**config.mk**
```make
export PLATFORM = sky130hd
export DESIGN_NAME = fdiv_opq
export DESIGN_NICKNAME = d
export VERILOG_FILES = /design/src/rtl/fdiv_pkg.sv /design/src/rtl/fp_classify.sv /design/src/rtl/fdiv_opq.sv
export SDC_FILE = /design/constraint.sdc
export NUM_CORES = 1
export LEC_CHECK = 0
export CELL_PAD_IN_SITES_DETAIL_PLACEMENT = 0
export CELL_PAD_IN_SITES_GLOBAL_PLACEMENT = 1
export CORE_ASPECT_RATIO = 1.25
export CORE_MARGIN = 2
export CORE_UTILIZATION = 50
export CTS_BUF_LIST = sky130_fd_sc_hd__clkbuf_2
export DETAILED_ROUTE_END_ITERATION = 7
export HOLD_SLACK_MARGIN = 0.12
export PLACE_DENSITY = 0.79
export SLEW_MARGIN = 40
export SYNTH_ARGS = -nofsm -noshare
export SYNTH_HDL_FRONTEND = slang
export SYNTH_SLANG_ARGS = --single-unit
export TNS_END_PERCENT = 30
```
**constraint.sdc**
```tcl
create_clock -name clk -period 5.9 [get_ports clk]
set_input_delay 1.18 -clock clk [delete_from_list [all_inputs] [get_ports clk]]
set_output_delay 1.18 -clock clk [all_outputs]
set_load 0.01 [all_outputs]
```
**src/rtl/fdiv_pkg.sv**
```systemverilog
// Shared types and format helpers for the fdiv operand path.
// Field-size functions let the queue and the downstream divider agree on a layout for a given N.
package fdiv_pkg;

  typedef enum logic [2:0] {
    ZERO = 3'd0,
    SUB  = 3'd1,
    NORM = 3'd2,
    INF  = 3'd3,
    NAN  = 3'd4
  } cls_t;

  function automatic int exp_len_f(input int n);
    if (n == 64) return 11;
    else         return 8;
  endfunction

  function automatic int man_len_f(input int n);
    if (n == 64) return 52;
    else         return 23;
  endfunction

  function automatic int exp_hi_f(input int n);
    return n - 2;
  endfunction

  function automatic int man_hi_f(input int n);
    return man_len_f(n) - 1;
  endfunction

  // Any operand class that routes the divider into its special-case path
  function automatic logic is_special_f(input cls_t c);
    case (c)
      ZERO, INF, NAN: return 1'b1;
      default:        return 1'b0;
    endcase
  endfunction

endpackage

```
**src/rtl/fp_classify.sv**
```systemverilog
// Combinational IEEE-754 operand decoder: splits sign/exponent/mantissa and
// assigns the operand class.
module fp_classify
  import fdiv_pkg::*;
#(
  parameter int N = 32
) (
  input  logic [N-1:0]            op,
  output logic                    sign,
  output cls_t                    cls,
  output logic [exp_len_f(N)-1:0] exp,
  output logic [man_len_f(N)-1:0] man
);

  localparam int EXP_LEN = exp_len_f(N);
  localparam int MAN_LEN = man_len_f(N);
  localparam int EXP_HI  = exp_hi_f(N);
  localparam int MAN_HI  = man_hi_f(N);

  assign sign = op[N-1];
  assign exp  = op[EXP_HI -: EXP_LEN];
  assign man  = op[MAN_HI:0];

  // Class decode from the exponent and mantissa fields
  always_comb begin
    cls = NORM;
    if (exp == {EXP_LEN{1'b0}}) begin
      if (man == {MAN_LEN{1'b0}}) cls = ZERO;
      else                        cls = SUB;
    end else if (exp == {EXP_LEN{1'b1}}) begin
      if (man == {MAN_LEN{1'b0}}) cls = INF;
      else                        cls = NAN;
    end else begin
      cls = NORM;
    end
  end

endmodule

```
**src/rtl/fdiv_opq.sv**
```systemverilog
// Operand queue for the fdiv divider: classifies both operands at enqueue and
// buffers the pre-decoded pair in a DEPTH-entry FIFO.
module fdiv_opq
  import fdiv_pkg::*;
#(
  parameter int N     = 32,
  parameter int DEPTH = 4
) (
  input  logic                      clk,
  input  logic                      rst,
  input  logic                      flush,
  input  logic                      in_valid,
  output logic                      in_ready,
  input  logic [N-1:0]              in_a,
  input  logic [N-1:0]              in_b,
  output logic                      out_valid,
  input  logic                      out_ready,
  output logic [N-1:0]              out_a,
  output logic [N-1:0]              out_b,
  output cls_t                      out_cls_a,
  output cls_t                      out_cls_b,
  output logic                      out_sign,
  output logic [exp_len_f(N):0]     out_ediff,
  output logic                      out_special,
  output logic [$clog2(DEPTH):0]    count,
  output logic [7:0]                drop_cnt
);

  localparam int EXP_LEN = exp_len_f(N);
  localparam int MAN_LEN = man_len_f(N);
  localparam int AW      = $clog2(DEPTH);
  localparam int PW      = AW + 1;
  localparam int ED_W    = EXP_LEN + 1;

  // Packed entry layout, LSB first: special, ediff, sign, cls_b, cls_a, b, a
  localparam int ED_LSB  = 1;
  localparam int SG_LSB  = ED_LSB + ED_W;
  localparam int CB_LSB  = SG_LSB + 1;
  localparam int CA_LSB  = CB_LSB + 3;
  localparam int B_LSB   = CA_LSB + 3;
  localparam int A_LSB   = B_LSB + N;
  localparam int ENTRY_W = A_LSB + N;

  if (!(N == 32 || N == 64)) begin : g_bad_n
    $fatal(1, "fdiv_opq: N must be 32 or 64");
  end
  if (DEPTH < 2 || (DEPTH & (DEPTH - 1)) != 0) begin : g_bad_depth
    $fatal(1, "fdiv_opq: DEPTH must be a power of two >= 2");
  end

  logic                 sign_a_s, sign_b_s;
  cls_t                 cls_a_s, cls_b_s;
  logic [EXP_LEN-1:0]   exp_a_s, exp_b_s;
  logic [MAN_LEN-1:0]   man_a_s, man_b_s;
  logic [ED_W-1:0]      ediff_s;
  logic                 special_s;
  logic [ENTRY_W-1:0]   entry_s;
  logic [ENTRY_W-1:0]   head_s;

  logic [ENTRY_W-1:0]   mem_r [DEPTH];
  logic [PW-1:0]        wr_ptr_r, rd_ptr_r, count_r;
  logic [7:0]           drop_cnt_r;
  logic                 full_s, empty_s, push_s, pop_s;

  fp_classify #(.N(N)) u_cls_a (
    .op(in_a), .sign(sign_a_s), .cls(cls_a_s), .exp(exp_a_s), .man(man_a_s)
  );
  fp_classify #(.N(N)) u_cls_b (
    .op(in_b), .sign(sign_b_s), .cls(cls_b_s), .exp(exp_b_s), .man(man_b_s)
  );

  // Zero-extended subtraction: the extra bit keeps the difference from wrapping
  assign ediff_s   = {1'b0, exp_a_s} - {1'b0, exp_b_s};
  assign special_s = is_special_f(cls_a_s) | is_special_f(cls_b_s);
  assign entry_s   = {sign_a_s, exp_a_s, man_a_s, sign_b_s, exp_b_s, man_b_s,
                      cls_a_s, cls_b_s, sign_a_s ^ sign_b_s, ediff_s, special_s};

  assign empty_s = (wr_ptr_r == rd_ptr_r);
  assign full_s  = (wr_ptr_r[AW-1:0] == rd_ptr_r[AW-1:0]) && (wr_ptr_r[AW] != rd_ptr_r[AW]);
  assign push_s  = in_valid & ~full_s & ~flush;
  assign pop_s   = ~empty_s & out_ready & ~flush;

  // Entry storage; contents are intentionally not reset
  always_ff @(posedge clk) begin
    if (push_s) mem_r[wr_ptr_r[AW-1:0]] <= entry_s;
  end

  // Pointers and occupancy; rst beats flush, flush beats push/pop
  always_ff @(posedge clk) begin
    if (rst || flush) begin
      wr_ptr_r <= {PW{1'b0}};
      rd_ptr_r <= {PW{1'b0}};
      count_r  <= {PW{1'b0}};
    end else begin
      if (push_s) wr_ptr_r <= wr_ptr_r + {{AW{1'b0}}, 1'b1};
      if (pop_s)  rd_ptr_r <= rd_ptr_r + {{AW{1'b0}}, 1'b1};
      case ({push_s, pop_s})
        2'b10:   count_r <= count_r + {{AW{1'b0}}, 1'b1};
        2'b01:   count_r <= count_r - {{AW{1'b0}}, 1'b1};
        default: count_r <= count_r;
      endcase
    end
  end

  // Saturating count of refused offers; only rst clears it
  always_ff @(posedge clk) begin
    if (rst) begin
      drop_cnt_r <= 8'd0;
    end else if (in_valid && full_s && drop_cnt_r != 8'hFF) begin
      drop_cnt_r <= drop_cnt_r + 8'd1;
    end
  end

  assign head_s      = mem_r[rd_ptr_r[AW-1:0]];
  assign in_ready    = ~full_s;
  assign out_valid   = ~empty_s;
  assign count       = count_r;
  assign drop_cnt    = drop_cnt_r;
  assign out_a       = head_s[A_LSB +: N];
  assign out_b       = head_s[B_LSB +: N];
  assign out_cls_a   = cls_t'(head_s[CA_LSB +: 3]);
  assign out_cls_b   = cls_t'(head_s[CB_LSB +: 3]);
  assign out_sign    = head_s[SG_LSB];
  assign out_ediff   = head_s[ED_LSB +: ED_W];
  assign out_special = head_s[0];

endmodule

```
==> flow_summary.ini <==
[status]
status = finished, final reports clean

[yosys]
async_flop_share = 0
synthTopCellsByArea = edfxtp_1 (74%), mux4_2 (14%), dfxtp_1 (2.9%)
synthCells = 619
syn-num-nets = 705
synth-edff-count = 324
synth_top_cell_by_area = edfxtp_1
synth_top_flop_cell = edfxtp_1
ys_seq_elements = 343
synth_top_area_share = 0.7381
yosysSeqAreaShare = 0.7670
synth_cell_types = 40
yosys_warnings = 0
synth_area_sq_um = 13180
syn_avg_cell_area_sq_um = 21.29

[critical_path]
crit_arrival_ns = 3.15
crit_path_end_kind = output pin
cp-start-kind = register
crit_fanout = 44
cp.required_ns = 4.72
critPathKind = reg2out
r2r_start = wr_ptr_r[1]

[finish]
fill_cells = 1873
area_growth_pct = 22.28
nNetsFinal = 943
layout.cell_area.non_filler_sq_um = 16120
drive_gt1_frac = 0.2519
ff_latch_area_sq_um = 10120
final_cell_mix = edfxtp_1 (324), clkdlybuf4s50_1 (162), clkbuf_2 (116), mux4_2 (81), nor2_1 (28)
multi_input_area_sq_um = 2943
final_cell_count_no_fill = 1258
final_common_cell = edfxtp_1

[timing]
rsz0062_at_grt = no
worst-slew-pin-transition_ns = 0.6417
max_slew_margin = 0.5682
finalSetupTns_ns = 0
fin_crit_sh = 0.7331
hold_viol_final = 0
period_needed_ns = 4.325
slew_viol_final = 0
finalSetupViolations = 0
finalClockSkew_ns = 0.07717
max_freq_mhz = 231.2
setup_ws_ns = 1.575

[global_routing]
grt_pass1_vias = 7552
antenna_found_initial = 1
grt_max_degree = 45
gr-total-overflow = 0
grt_use_total = 0.1984
grt_pass1_wl_um = 41050

[detailed_routing]
final_antenna_net_count = 0
via_per_inst = 5.483
drc_errors = 0
drt_pass1_iterations = 5
first_iter_violations = 409
wl_per_cell_um = 21.01
top_layer = met4
wl_um = 26430
dr_wl_met2_um = 14030
wl_met3_um = 1701
wl_met1_um = 10180
num_vias = 6897

[placed_design]
io_buffer_count = 162
place.gp.congestion = 0.7652
dp_hpwl_um = 16920
placed_cells = 1114
place_ws_ns = 2.218
placed_area_sq_um = 15370

[clocking]
clkTransAtPathRegs_ns = 0.10
cts_setup_buffers = 0
cts_tree = done
cts_buffer_depth = 3
cts_num_sinks = 343
cts_buffers = 80
ctsResizeCount = 0
ctsHtreeMaxLevel = 3
root_buffer = clkbuf_2
postCtsHoldBufs = 0
worst_skew_pair.late_latency_ns = 0.85

[power_and_ir_drop]
power.leakage_uw = 0.005220
p_per_area_nw_per_um2 = 278.0
peakVddDrop_uv = 116.6

[die]
rows = 66
die_area_sq_um = 27690
num_io_pins = 163
initial_core_util = 0.5067
die_h_um = 185.5
core_region_area_sq_um = 26010
fp.dieW_um = 149.2

[worst_hold_path]
min_from = count[2]
min_path_type = reg2reg

[job]
maxCapViolations = 0
## synth_stat cells (2+ instances only)
master,number
a21oi_1,8
and2_1,3
and4_1,2
buf_2,9
clkbuf_1,12
dfxtp_1,19
edfxtp_1,324
fa_1,2
ha_1,15
inv_1,16
mux2i_1,3
mux4_2,81
nand2_1,15
nand3_1,10
nand4_1,5
nor2_1,29
nor2b_1,2
nor3_1,7
nor4_1,14
nor4_2,2
o21ai_0,3
or4_1,2
xnor2_1,14
xor2_1,6
## critical path: stages (launching register included)
cell	delay, ns
dfxtp_4	0.56
buf_12	0.27
buf_12	0.34
mux4_2	0.61
clkdlybuf4s50_1	0.51
## cell type report
class / count / share of cell area
sequential: 343 / 0.6277
multi-input combinational: 239 / 0.1826
timing repair buffer: 177 / 0.1147
clock buffer: 116 / 0.03602
tap: 340 / 0.02639
clock inverter: 26 / 0.008694
inverter: 16 / 0.003726
antenna: 1 / 0.0001553
## layer usage
layer / global-route usage / up-vias
met3: 0.05098 / 47
met5: 0 / -
met2: 0.3465 / 271
met1: 0.2378 / 3487
met4: 0.07581 / 0
li1: - / 3092
## flip-flops by register name (all words and copies together) (netlist names), named ones only
signal	flops
mem_r	324
drop_cnt	8
count	3
rd_ptr_r	3
wr_ptr_r	3
## final timing paths
kind	to	slack (ns)	cells past startpoint
setup / recovery	out_cls_a[2]	1.57	4
hold / removal	count[2]	0.51	2
setup reg to reg	mem_r[0][3]	3.22	7
hold reg to reg	count[2]	0.51	2
## cells by family after synthesis
| kind of cell | Yosys count | share of synthesized area |
|---|---|---|
| and+or+nand+nor | 99 | 0.04072 |
| muxes | 84 | 0.1407 |
| buffers and inverters | 37 | 0.01139 |
| AOI/OAI and AO/OA | 18 | 0.008448 |
| DFF | 343 | 0.7670 |
| xor gates and xnor gates | 21 | 0.01452 |
| adders and majority gates | 17 | 0.01728 |
## report_power, final
| group | total (uW) | leakage (uW) | internal, uW | switching (uW) |
|---|---|---|---|---|
| Sequential | 2720 | 0.00311 | 2710 | 11.1 |
| Combinational | 307 | 0.00157 | 156 | 150 |
| Clock | 1450 | 0.000537 | 573 | 882 |
## per-stage QoR
stage	util	power, uW	hold slack (ns)
after floorplan	-	2906	0.4794
after global placement	0.5858	3072	0.4668
after detailed placement	0.5908	3085	0.4943
after CTS	0.6185	4553	0.5088
after global routing	0.6196	4706	0.5387
final	0.6196	4481	0.5094
Power figures use the tool's default switching activity.
